[config.mk]
export PLATFORM = sky130hd
export DESIGN_NAME = aes_mode_ctrl
export DESIGN_NICKNAME = d
export VERILOG_FILES = /design/src/rtl/aes_mode_ctrl.sv
export SDC_FILE = /design/constraint.sdc
export NUM_CORES = 2
export LEC_CHECK = 0
export ABC_AREA = 1
export ABC_CLOCK_PERIOD_IN_PS = 47400
export BUFFER_PORTS_ARGS = -buffer_cell sky130_fd_sc_hd__buf_2
export CORE_AREA = 2 2 455 457
export DETAILED_ROUTE_END_ITERATION = 8
export DIE_AREA = 0 0 457 459
export PLACE_DENSITY_LB_ADDON = 0.1
export SLEW_MARGIN = 15
export SYNTH_ARGS = -nofsm -noshare
export SYNTH_HDL_FRONTEND = slang
export SYNTH_SLANG_ARGS = --single-unit
[constraint.sdc]
create_clock -name clk -period 47.4 [get_ports clk]
set_input_delay 4.74 -clock clk [delete_from_list [all_inputs] [get_ports clk]]
set_output_delay 4.74 -clock clk [all_outputs]
set_load 0.01 [all_outputs]
[src/rtl/aes_mode_ctrl.sv]
// Mode controller around an iterative AES encrypt core (ECB, CBC-encrypt, CTR).
// One block in flight. Results queue in a small output FIFO that drains independently of the FSM.

// Output queue: pop_dat is the head, visible while !empty; push on a full queue is dropped unless a pop happens on the same edge.
// Entry is visible the cycle after push; simultaneous push/pop keeps the count.
module aes_mode_fifo #(
  parameter int W   = 8,
  parameter int DEP = 4
) (
  input  logic                       clk,
  input  logic                       rst,
  input  logic                       push,
  input  logic [W-1:0]               push_dat,
  input  logic                       pop,
  output logic [W-1:0]               pop_dat,
  output logic                       empty,
  output logic [$clog2(DEP+1)-1:0]   cnt
);
  localparam int AW = (DEP > 1) ? $clog2(DEP) : 1;
  localparam int CW = $clog2(DEP + 1);

  logic [W-1:0]  mem [DEP];
  logic [AW-1:0] wr_ptr;
  logic [AW-1:0] rd_ptr;
  logic          do_push;
  logic          do_pop;

  assign empty   = (cnt == '0);
  assign do_pop  = pop & ~empty;
  assign do_push = push & ((cnt != CW'(DEP)) | do_pop);
  assign pop_dat = mem[rd_ptr];

  function automatic logic [AW-1:0] nxt(input logic [AW-1:0] p);
    return (p == AW'(DEP - 1)) ? '0 : p + 1'b1;
  endfunction

  always_ff @(posedge clk or posedge rst) begin
    if (rst) begin
      wr_ptr <= '0;
      rd_ptr <= '0;
      cnt    <= '0;
      for (int i = 0; i < DEP; i++) mem[i] <= '0;
    end else begin
      if (do_push) begin
        mem[wr_ptr] <= push_dat;
        wr_ptr      <= nxt(wr_ptr);
      end
      if (do_pop) rd_ptr <= nxt(rd_ptr);
      case ({do_push, do_pop})
        2'b10:   cnt <= cnt + 1'b1;
        2'b01:   cnt <= cnt - 1'b1;
        default: cnt <= cnt;
      endcase
    end
  end
endmodule

// Sequences the core one block at a time: accept -> ld pulse -> wait done -> push result.
// in_ready only in READY with FIFO room, so a full FIFO stalls input, never the core.
module aes_mode_ctrl #(
  parameter int BLK_W    = 128,
  parameter int KEY_W    = 256,
  parameter int CTR_W    = 32,
  parameter int FIFO_DEP = 4
) (
  input  logic             clk,
  input  logic             rst,
  input  logic             kld,
  input  logic [1:0]       cfg_mode,
  input  logic [KEY_W-1:0] key,
  input  logic [BLK_W-1:0] iv,
  input  logic             in_valid,
  output logic             in_ready,
  input  logic [BLK_W-1:0] in_data,
  input  logic             in_last,
  output logic             out_valid,
  input  logic             out_ready,
  output logic [BLK_W-1:0] out_data,
  output logic             out_last,
  output logic             core_ld,
  output logic [KEY_W-1:0] core_key,
  output logic [BLK_W-1:0] core_text_in,
  input  logic [BLK_W-1:0] core_text_out,
  input  logic             core_done,
  output logic             busy,
  output logic             err
);
  localparam int CW = $clog2(FIFO_DEP + 1);
  localparam logic [1:0] M_ECB = 2'b00;
  localparam logic [1:0] M_CBC = 2'b01;
  localparam logic [1:0] M_CTR = 2'b10;
  localparam logic [1:0] M_RSV = 2'b11;

  typedef enum logic [2:0] {S_IDLE, S_READY, S_ISSUE, S_WAIT, S_PUSH} state_t;

  state_t         state;
  logic [1:0]     mode;
  logic [BLK_W-1:0] chain;
  logic [BLK_W-1:0] hold_dat;
  logic             hold_last;
  logic [BLK_W-1:0] res;
  logic [CW-1:0]    fifo_cnt;
  logic             fifo_empty;
  logic             accept;
  logic [BLK_W:0]   fifo_head;

  assign in_ready  = (state == S_READY) && (fifo_cnt < CW'(FIFO_DEP));
  assign accept    = in_valid & in_ready;
  assign busy      = (state != S_IDLE);
  assign out_valid = ~fifo_empty;
  assign out_last  = fifo_head[BLK_W];
  assign out_data  = fifo_head[BLK_W-1:0];

  always_ff @(posedge clk or posedge rst) begin
    if (rst) begin
      state        <= S_IDLE;
      mode         <= M_ECB;
      chain        <= '0;
      core_key     <= '0;
      core_text_in <= '0;
      core_ld      <= 1'b0;
      hold_dat     <= '0;
      hold_last    <= 1'b0;
      res          <= '0;
      err          <= 1'b0;
    end else begin
      core_ld <= 1'b0;
      case (state)
        S_IDLE, S_READY: begin
          if (accept) begin
            // The handshake wins; a kld landing on the accept edge is treated as mid-block.
            hold_dat  <= in_data;
            hold_last <= in_last;
            core_ld   <= 1'b1;
            state     <= S_ISSUE;
            if (kld) err <= 1'b1;
            case (mode)
              M_CBC:   core_text_in <= in_data ^ chain;
              M_CTR:   core_text_in <= chain;
              default: core_text_in <= in_data;
            endcase
          end else if (kld) begin
            if (cfg_mode == M_RSV) begin
              err <= 1'b1;
            end else begin
              mode     <= cfg_mode;
              core_key <= key;
              chain    <= iv;
              state    <= S_READY;
            end
          end
        end
        S_ISSUE: begin
          if (kld) err <= 1'b1;
          state <= S_WAIT;
        end
        S_WAIT: begin
          if (kld) err <= 1'b1;
          if (core_done) begin
            state <= S_PUSH;
            case (mode)
              M_CBC: begin
                res   <= core_text_out;
                chain <= core_text_out;
              end
              M_CTR: begin
                res                <= core_text_out ^ hold_dat;
                chain[CTR_W-1:0]   <= chain[CTR_W-1:0] + 1'b1;
              end
              default: res <= core_text_out;
            endcase
          end
        end
        S_PUSH: begin
          if (kld) err <= 1'b1;
          state <= hold_last ? S_IDLE : S_READY;
        end
        default: state <= S_IDLE;
      endcase
    end
  end

  aes_mode_fifo #(.W(BLK_W + 1), .DEP(FIFO_DEP)) u_out_fifo (
    .clk      (clk),
    .rst      (rst),
    .push     (state == S_PUSH),
    .push_dat ({hold_last, res}),
    .pop      (out_ready),
    .pop_dat  (fifo_head),
    .empty    (fifo_empty),
    .cnt      (fifo_cnt)
  );
endmodule

==> results.toml <==
[yosys]
synth_cells = 6139
synth-seq-area-share_pct = 54.32
ys_async_sr_fraction_pct = 100.0
synth_top_area_share_pct = 54.32
yosys-top-cells-area = "dfrtp_1, mux2_2, nand2_1"
ys_ff_latch = 1299
synth.distinct_cells = 34
syn_area_per_cell_sq_um = 9.748
synth_top_cell_by_area = "dfrtp_1"
yosys_warnings = 0
ys.flop_type = "dfrtp_1"
yosysMostFrequentCell = "dfrtp_1"
synth-edff-count = 0
syn_area_sq_um = 59840
syn_nets = 6798
yosys-top-cells-count = "dfrtp_1, nand2_1, mux2_2"

[place]
dpl_worst_slack_ns = 36.47
routabilityCongestion = 0.9180
hpwl_mm = 176.7
port_buffers = 1166

[setup_path]
crit_fanout = 99
cp-start-kind = "input pin"
cpPeakStageDelay_ns = 0.87
slowest_stage = "buf_4"
cp_common_cell = "buf_4"
worstPathArrival_ns = 10.54
r2r_start = "state[2]"
crit_buf_inv = 8
crit_start = "rst"
crit_required_ns = 48.21
cp-end-kind = "asynchronous set/reset pin"
crit_family = "buffers and inverters"
worstSetupPathType = "in -> async"
path_cells = "buf_2, inv_8, buf_4, buf_4, buf_4, buf_4, buf_4, buf_4"

[layout]
postLayoutCoreUtil_pct = 35.39
drive_above_1_share_pct = 29.92
layout.nets = 7753
area_delta_synth_final_pct = 21.61
fill_cells = 21300

[outcome]
status = "finished clean"

[global_routing]
grt-ovfl-total = 0
grt_usage_pct = 23.96
first_global_vias = 48550
grt_max_degree = 169
grt_antenna_before_repair = 114
grt_pass1_wl_mm = 368.0

[cts]
insertion_delay_ns = 0.82
ctsHoldBuffers = 0
cts_tree = "yes"
clkTransAtPathRegs_ns = 0.06
cts_root_buf = "clkbuf_16"
clockBufferDepth = 3
cts_buffers = 160
post-cts-setup-buffers = 0
htree_levels = 4
post_cts_resized = 0
clock_sinks = 1299

[sta]
finalCriticalPeriod_ns = 9.731
rsz0062_at_grt = "false"
max_freq_ghz = 0.1028
clock_skew_ns = 0.03006
finalHoldViolCount = 0
drv_slew = 0
setup_viol = 0
finalCritPeriodShare_pct = 20.53
setup_slack_ns = 37.67
relSlewSlack_pct = 17.08
hold-worst-slack_ns = 0.4640
tns_ns = 0
worst_slew_pin_slew_ns = 1.244

[routing]
drt.antenna.violating_nets = 0
wl_per_cell_microns = 25.82
route.final.wire_length_mm = 257.4
first_iter_violations = 3989
via_per_inst = 5.021
vias = 50070
drt-pass1-iter-count = 5
drc_errors = 0

[floorplanning]
ios = 1167
die_w_microns = 457
die_y_microns = 459
dieArea_sq_um = 209800
core_sq_um = 205600
initial_core_util_pct = 29.11
fp-row-count = 167

[pwr]
power.density_nw_per_um2 = 71.54
net-switching-power_w = 0.002234
p_sw_share_pct = 42.91
p_seq_share_pct = 36.2
power_w = 0.005206
p_clk_share_pct = 23.3
power.internal_w = 0.002972
power_frac_comb_pct = 40.5
vdd_drop_max_v = 0.00005970
leakage_nw = 35.84

[min_path]
min_path_type = "reg -> reg"
min_from = "core_key[137]"

[flow_run]
maxCapViolations = 0
-- worst paths after layout --
kind	to	slack, ns	cells past startpoint
worst max-delay path	u_out_fifo.mem[165]	37.67	8
worst min-delay path	core_key[137]	0.46	2
worst max register to register	chain[51]	43.31	12
worst min register to register	core_key[137]	0.46	2
max in group clk	out_data[27]	38.39	6
min in group asynchronous	core_key[51]	3.98	2
-- cells by family (layout without fill, tap and decap cells) --
logic type	after synthesis	in the layout	share of synthesized area (%)
simple gates	2089	2089	14.08
flops	1299	1299	54.32
compound gates	1183	1183	11.32
buf+inv	778	1856	5.959
mux	644	644	12.12
xor+xnor	136	136	1.990
fa+ha+maj	10	10	0.2216
other cells	0	51	0
-- state kept, by name (all words and copies together) (netlist names), 2 cells and up --
name	flops
chain	128
core_key	256
core_text_in	128
hold_dat	128
mode	2
res	128
state	3
u_out_fifo.cnt	3
u_out_fifo.mem	516
u_out_fifo.rd_ptr	2
u_out_fifo.wr_ptr	2
-- worst min-delay path: cells and delay by family (launching register included) --
family | cells | cell delay (ns)
DFF | 1 | 0.33
and+or+nand+nor | 2 | 0.10
-- power by group through the flow --
stage          sequential [W]  clock, W  combinational [W]
2_1_floorplan         0.00188         0            0.00119
4_1_cts               0.00188   0.00125            0.00215
6_report              0.00189   0.00121            0.00211
3_5_place_dp          0.00190         0            0.00214
5_1_grt               0.00195   0.00129            0.00232
3_3_place_gp          0.00189         0            0.00212
-- cell usage in the layout, fill, tap and decap left out, drive strengths merged --
cell	synthesis	final
o211ai	51	51
inv	325	337
nand4	67	67
clkinvlp	0	2
xor2	126	126
or2	2	2
o21bai	1	1
clkinv	2	29
and2	3	3
a31oi	62	62
xnor2	10	10
nand3b	2	2
nor2	441	441
dfrtp	1299	1299
nand2	1270	1270
a2bb2oi	61	61
a21oi	168	168
ha	9	9
buf	198	1243
bufinv	0	3
o22ai	130	130
fa	1	1
clkbuf	253	242
nand3	304	304
o311ai	66	66
diode	0	51
o21ai	644	644
mux2	644	644
-- stage by stage --
| step | cells | instance area, sq um |
|---|---|---|
| finish | 9972 | 72770 |
| floorplan | 6139 | 59840 |
| detailed placement | 9636 | 67530 |
| CTS | 9921 | 72650 |
| global route | 9943 | 72700 |
| global placement | 9636 | 67530 |
-- area by class of cell --
type	instances	area, sq um	share of cell area [%]
timing repair buffer	1244	6480	8.904
antenna	51	127.6	0.1754
sequential	1299	32510	44.68
clock buffer	241	4722	6.489
multi-input combinational	4062	23870	32.80
tap	2704	3383	4.649
clock inverter	44	394.1	0.5416
inverter	327	1282	1.762
-- routing by layer --
layer / part of all wire (%) / vias to the layer above / track usage (%)
li1: - / 22690 / -
met1: 45 / 25300 / 33.11
met2: 44 / 1653 / 36.27
met3: 7.2 / 386 / 6.152
met4: 3.4 / 36 / 8.278
met5: 0.091 / - / 0
Power figures use the tool's default switching activity.
